$ cat src/rtl/serial_adder_pkg.sv
// Shared definitions for the bit-serial adder/subtractor sequencer.
package serial_adder_pkg;

  localparam int MIN_WIDTH = 2;
  localparam int MAX_WIDTH = 32;

  typedef enum logic [1:0] {
    ST_IDLE = 2'd0,
    ST_RUN  = 2'd1,
    ST_DONE = 2'd2
  } state_e;

endpackage

$ cat src/rtl/serial_adder_ctrl_if.sv
// Request/response bundle between a client and serial_adder_ctrl.
interface serial_adder_ctrl_if #(
  parameter int WIDTH = 8
);
  logic             start;
  logic             sub;
  logic [WIDTH-1:0] op_a;
  logic [WIDTH-1:0] op_b;
  logic             cin;
  logic             busy;
  logic             done;
  logic [WIDTH-1:0] result;
  logic             cout;
  logic             overflow;

  modport master (
    output start, sub, op_a, op_b, cin,
    input  busy, done, result, cout, overflow
  );

  modport slave (
    input  start, sub, op_a, op_b, cin,
    output busy, done, result, cout, overflow
  );
endinterface

$ cat src/rtl/full_adder.sv
// One-bit full adder; the entire datapath of the serial sequencer.
module full_adder (
  input  logic a,
  input  logic b,
  input  logic cin,
  output logic sum,
  output logic cout
);
  assign sum  = a ^ b ^ cin;
  assign cout = (a & b) | (cin & (a ^ b));
endmodule

$ cat src/rtl/serial_adder_ctrl.sv
// Bit-serial add/subtract: one full_adder reused LSB-first, carry held in a flop,
// start/busy/done handshake, result held until the next completion.
module serial_adder_ctrl
  import serial_adder_pkg::*;
#(
  parameter int WIDTH = 8
) (
  input  logic                clk,
  input  logic                rst_n,
  serial_adder_ctrl_if.slave  bus
);

  localparam int CNT_W = $clog2(WIDTH);

  if (WIDTH < MIN_WIDTH || WIDTH > MAX_WIDTH) begin : g_width_check
    $error("serial_adder_ctrl: WIDTH out of range");
  end

  state_e               state_q, state_d;
  logic [WIDTH-1:0]     a_sh_q, a_sh_d;
  logic [WIDTH-1:0]     b_sh_q, b_sh_d;
  logic [WIDTH-2:0]     s_sh_q, s_sh_d;
  logic                 carry_q, carry_d;
  logic                 c_msb_q, c_msb_d;
  logic [CNT_W-1:0]     cnt_q, cnt_d;
  logic [WIDTH-1:0]     result_q, result_d;
  logic                 cout_q, cout_d;
  logic                 ovf_q, ovf_d;

  logic                 fa_sum;
  logic                 fa_cout;
  logic [WIDTH-1:0]     s_full;

  full_adder u_fa (
    .a    (a_sh_q[0]),
    .b    (b_sh_q[0]),
    .cin  (carry_q),
    .sum  (fa_sum),
    .cout (fa_cout)
  );

  // Partial sums plus the bit being produced this cycle, LSB at position 0.
  assign s_full = {fa_sum, s_sh_q};

  always_comb begin
    state_d  = state_q;
    a_sh_d   = a_sh_q;
    b_sh_d   = b_sh_q;
    s_sh_d   = s_sh_q;
    carry_d  = carry_q;
    c_msb_d  = c_msb_q;
    cnt_d    = cnt_q;
    result_d = result_q;
    cout_d   = cout_q;
    ovf_d    = ovf_q;

    case (state_q)
      ST_IDLE, ST_DONE: begin
        state_d = ST_IDLE;
        if (bus.start) begin
          // Subtraction is a + ~b + 1, so the +1 rides in on the initial carry.
          a_sh_d  = bus.op_a;
          b_sh_d  = bus.sub ? ~bus.op_b : bus.op_b;
          carry_d = bus.sub ? 1'b1 : bus.cin;
          cnt_d   = '0;
          state_d = ST_RUN;
        end
      end
      ST_RUN: begin
        a_sh_d  = a_sh_q >> 1;
        b_sh_d  = b_sh_q >> 1;
        s_sh_d  = s_full[WIDTH-1:1];
        carry_d = fa_cout;
        cnt_d   = cnt_q + 1'b1;
        if (cnt_q == CNT_W'(WIDTH - 2)) begin
          c_msb_d = fa_cout;
        end
        if (cnt_q == CNT_W'(WIDTH - 1)) begin
          result_d = s_full;
          cout_d   = fa_cout;
          ovf_d    = c_msb_q ^ fa_cout;
          cnt_d    = '0;
          state_d  = ST_DONE;
        end
      end
      default: state_d = ST_IDLE;
    endcase
  end

  always_ff @(posedge clk or negedge rst_n) begin
    if (!rst_n) begin
      state_q  <= ST_IDLE;
      a_sh_q   <= '0;
      b_sh_q   <= '0;
      s_sh_q   <= '0;
      carry_q  <= 1'b0;
      c_msb_q  <= 1'b0;
      cnt_q    <= '0;
      result_q <= '0;
      cout_q   <= 1'b0;
      ovf_q    <= 1'b0;
    end else begin
      state_q  <= state_d;
      a_sh_q   <= a_sh_d;
      b_sh_q   <= b_sh_d;
      s_sh_q   <= s_sh_d;
      carry_q  <= carry_d;
      c_msb_q  <= c_msb_d;
      cnt_q    <= cnt_d;
      result_q <= result_d;
      cout_q   <= cout_d;
      ovf_q    <= ovf_d;
    end
  end

  assign bus.busy     = (state_q == ST_RUN);
  assign bus.done     = (state_q == ST_DONE);
  assign bus.result   = result_q;
  assign bus.cout     = cout_q;
  assign bus.overflow = ovf_q;

endmodule

$ cat src/flat_wrapper.sv
// flat-port wrapper written by rule: the top's interface ports become plain ports
module serial_adder_ctrl_flat import serial_adder_pkg::*;
#(
  parameter int WIDTH = 8
)
  (clk, rst_n, bus_start, bus_sub, bus_op_a, bus_op_b, bus_cin, bus_busy, bus_done, bus_result, bus_cout, bus_overflow);
  serial_adder_ctrl_if #(.WIDTH(WIDTH)) bus_i ();
  input  logic clk;
  input  logic rst_n;
  input wire logic [$bits(bus_i.start)-1:0] bus_start;
  input wire logic [$bits(bus_i.sub)-1:0] bus_sub;
  input wire logic [$bits(bus_i.op_a)-1:0] bus_op_a;
  input wire logic [$bits(bus_i.op_b)-1:0] bus_op_b;
  input wire logic [$bits(bus_i.cin)-1:0] bus_cin;
  output wire logic [$bits(bus_i.busy)-1:0] bus_busy;
  output wire logic [$bits(bus_i.done)-1:0] bus_done;
  output wire logic [$bits(bus_i.result)-1:0] bus_result;
  output wire logic [$bits(bus_i.cout)-1:0] bus_cout;
  output wire logic [$bits(bus_i.overflow)-1:0] bus_overflow;
  assign bus_i.start = bus_start;
  assign bus_i.sub = bus_sub;
  assign bus_i.op_a = bus_op_a;
  assign bus_i.op_b = bus_op_b;
  assign bus_i.cin = bus_cin;
  assign bus_busy = bus_i.busy;
  assign bus_done = bus_i.done;
  assign bus_result = bus_i.result;
  assign bus_cout = bus_i.cout;
  assign bus_overflow = bus_i.overflow;
  serial_adder_ctrl #(.WIDTH(WIDTH)) u_core (.clk(clk), .rst_n(rst_n), .bus(bus_i));
endmodule
$ cat config.mk
export PLATFORM = sky130hd
export DESIGN_NAME = serial_adder_ctrl_flat
export DESIGN_NICKNAME = d
export VERILOG_FILES = /design/src/rtl/serial_adder_pkg.sv /design/src/rtl/serial_adder_ctrl_if.sv /design/src/rtl/full_adder.sv /design/src/rtl/serial_adder_ctrl.sv /design/src/flat_wrapper.sv
export SDC_FILE = /design/constraint.sdc
export NUM_CORES = 1
export LEC_CHECK = 0
export ABC_AREA = 1
export CORE_MARGIN = 2
export CORE_UTILIZATION = 27
export CTS_BUF_LIST = sky130_fd_sc_hd__clkbuf_4
export CTS_CLUSTER_DIAMETER = 100
export DETAILED_ROUTE_END_ITERATION = 6
export HOLD_SLACK_MARGIN = 0.02
export PLACE_DENSITY = 0.56
export SLEW_MARGIN = 0
export SYNTH_ARGS = -nofsm -noshare
export SYNTH_HDL_FRONTEND = slang
export SYNTH_SLANG_ARGS = --single-unit
$ cat constraint.sdc
create_clock -name clk -period 1.3 [get_ports clk]
set_input_delay 0.195 -clock clk [delete_from_list [all_inputs] [get_ports clk]]
set_output_delay 0.195 -clock clk [all_outputs]
set_load 0.01 [all_outputs]
==> summary.txt <==
Global route
  – First-pass GRT wire length: 7040 um
  – Gr usage total: 11.6%
  – Vias in the first global route: approximately 1500
  – Initial antenna violation count: 0
  – GR Overflow Total: 0
  – Largest net degree at the start of global routing: 41

Routing
  – Post-route ant nets: 0
  – DR iter-0 viols: 98
  – DRC: 0
  – Detail-routed via count per cell: 4.17
  – Via Count: 1627
  – DR WL/cell: 10.7 um
  – Detailed Route WL: around 4200 um
  – Drt first pass iters: 6

Critical path
  – Crit end category: output port
  – CP arrival: roughly 1.2 ns
  – Max incr delay on CP: 0.43 ns
  – Critical Path Source: u_core.state_q[1]
  – Startpoint Class: flip-flop
  – CP max-delay cell: dfrtp_1
  – Worst Path Required: 1.11 ns
  – Critical path fanouts, max: 3
  – CP Cell Sequence: buf_6 -> inv_4 -> nor2_2 -> buf_2
  – Critical path class: flip-flop to output port
  – Worst r2r src: u_core.state_q[1]

Synth
  – Post-Synthesis Cells: roughly 240
  – Netlist cell types: 23
  – Register area share after synthesis: 52.2%
  – Largest cells by area after synthesis: dfrtp_1 52%, nand2_1 19%, nand3_1 9.7%, inv_1 3.9%, ha_1 2.0%
  – Register bit total from synthesis: 40
  – Post-synth top area share: 52.2%
  – Synth Area in Adders: around 3%
  – Cell accounting for the most synthesized area: dfrtp_1
  – Synth Cell Area: 0.00192 sq mm
  – Mapped Avg Cell Area: 8.16 sq um
  – Yosys Warn Count: 0
  – Post-synthesis xor/xnor area fraction: less than 1%
  – Largest family of logic cells by synthesized area: simple AND/OR/NAND/NOR gates
  – Simple-gate portion of the synthesized area: between 30% and 40%
  – Syn nets: 260
  – Compound-cell area share of the yosys netlist: 3.39%
  – Multiplexer area fraction after synthesis: 0%

Run status
  – Failing checks: negative setup slack
  – Status: finished, violations left

CTS
  – Clock tree buffer depth: 2
  – H-tree levels: 2
  – CTS tree: done
  – CTS sink cnt: 40
  – Total CTS buffers: 5
  – Clock Pin Slew Worst Setup and Hold Paths: 0.13 ns
  – Clk_lat worst skew: approximately 0.35 ns
  – CTS Root Buffer Type: clkbuf_4

Worst hold path
  – Hold Crit Class: primary input to async pin

Finish
  – Fin nets: 318
  – Layout Utilization: between 30 and 40%
  – ANT cells: 0
  – Layout cells sized above 1: 19.0%
  – Synthesis-to-finish area growth: 36.9%

Timing
  – Final Max Slew Viols: 0
  – Slew margin rel.: 85.9%
  – Hold WS: about 0.32 ns
  – Final hold violations: 0
  – Clk_skew: 0.0113 ns
  – RSZ-0062 raised after global routing: yes
  – Slew @ Worst Pin: about 0.21 ns
  – Fmax: around 0.74 GHz
  – Final period utilization: 105%
  – Worst setup margin: -0.0601 ns
  – Final setup vio count: 5
  – Period minus WS final: 1.36 ns

Place
  – RD Place Congestion: a little over 0.7
  – DP HPWL: 2850 um
  – PortBufs: 32

Floorplanning
  – Starting density of the core: 28.1%
  – Core box area: 0.00683 sq mm
  – Die Y: 88.3 um
  – Die ar.: around 0.0078 sq mm
  – Std cell rows: 30
  – Ports: 33
  – Die X: a little under 90 um

Pwr
  – P_leak: approximately 0.0014 uW
  – Power Dens Cells: around 2100 mW/mm^2
  – Worst vdd ir: ~0.53 mV

Job
  – Max Cap Viol: 0
[state kept, by name, indices dropped and copies added (netlist names)]
| name | cells |
|---|---|
| u_core.c_msb_q | 1 |
| u_core.cnt_q | 3 |
| u_core.carry_q | 1 |
| u_core.b_sh_q | 8 |
| u_core.bus.cout | 1 |
| u_core.s_sh_q | 7 |
| u_core.state_q | 2 |
| u_core.bus.overflow | 1 |
| u_core.a_sh_q | 8 |
| u_core.bus.result | 8 |
[cells in the mapped netlist]
cell type	count
buf_6	2
buf_2	2
nor2_2	2
o21ai_1	5
nor2_4	1
inv_1	20
ha_1	3
nand2_1	99
or2_0	1
nand3_2	1
inv_2	3
buf_4	4
dfrtp_1	40
nand3_1	37
o21ai_0	1
nand2_2	1
o21ai_2	4
xor2_1	1
nand2_4	1
fa_1	1
clkbuf_1	1
clkinv_1	1
nor2_1	4
[path summary, 6_finish.rpt]
path,end,slack (ns),cells past startpoint
worst max-delay path,bus_done,-0.06,4
worst min-delay path,u_core.b_sh_q[3],0.32,3
worst max register to register,u_core.bus.cout,-0.01,6
worst min register to register,u_core.bus.result[3],0.48,2
max in group asynchronous,u_core.bus.overflow,0.78,3
min in group clk,u_core.a_sh_q[7],0.39,3
[layout make-up]
class,instances,area (sq um)
Clock buffer,5,37.5
Clock inverter,3,18.8
Fill cell,726,4210
Inverter,24,95.1
Multi-Input combinational cell,162,790
Sequential cell,40,1000
Tap cell,96,120
Timing Repair Buffer,60,564
[per-stage QoR]
| stage | total power [uW] | setup TNS [ns] | std cells | worst slack, ns | instance area [sq um] |
|---|---|---|---|---|---|
| finish | 5440 | -0.135 | 390 | -0.0601 | 2630 |
| global route | 5960 | -0.962 | 390 | -0.110 | 2630 |
| CTS | 5260 | -0.101 | 386 | -0.0944 | 2540 |
| detailed placement | 4630 | -0.725 | 373 | -0.0871 | 2440 |
| global placement | 4600 | -0.0782 | 373 | -0.0414 | 2440 |
| floorplan | 3710 | 0 | 235 | 0.0480 | 1920 |
[cell usage in the layout (no fill, tap or decap), drive strengths merged, types with 6 or more instances in the layout]
| master | count |
|---|---|
| inv | 23 |
| o21ai | 10 |
| dfrtp | 40 |
| nand2 | 101 |
| nor2 | 7 |
| clkdlybuf4s50 | 19 |
| dlygate4sd2 | 10 |
| clkbuf | 6 |
| nand3 | 38 |
| buf | 29 |
[power breakdown]
| part | total (uW) | switching (uW) | internal (uW) |
|---|---|---|---|
| clock | 640 | 432 | 208 |
| combinational | 2670 | 1400 | 1260 |
| sequential | 2130 | 317 | 1810 |
| total | 5440 | 2150 | 3280 |
[what timing repair did]
item	4_1_cts	5_1_grt
cloned	0	1
pin swaps	2	2
endpoints found under the hold margin	40	0
endpoints found under the setup margin	22	33
setup buffers	4	3
gates resized for setup	25	10
hold buffers	1	0
[critical path, delay by kind of cell (launching register included)]
| family | cells | cell delay [ns] |
|---|---|---|
| flops | 1 | 0.43 |
| buf+inv | 3 | 0.28 |
| simple gates | 1 | 0.09 |
[metal layers]
metal	up-vias	GRT usage (%)	share of wire, %
li1	845	-	-
met1	755	15.6	47
met2	23	18.8	49
met3	4	2.52	2.6
met4	0	3.72	1.4
met5	-	0	0
[cells by family after synthesis]
kind of cell / after synthesis
and+or+nand+nor: 147
xor gates and xnor gates: 1
buffers and inverters: 33
AOI/OAI and AO/OA: 10
DFF: 40
adders and majority gates: 4
Note: power is estimated with default switching activity, not from simulation.
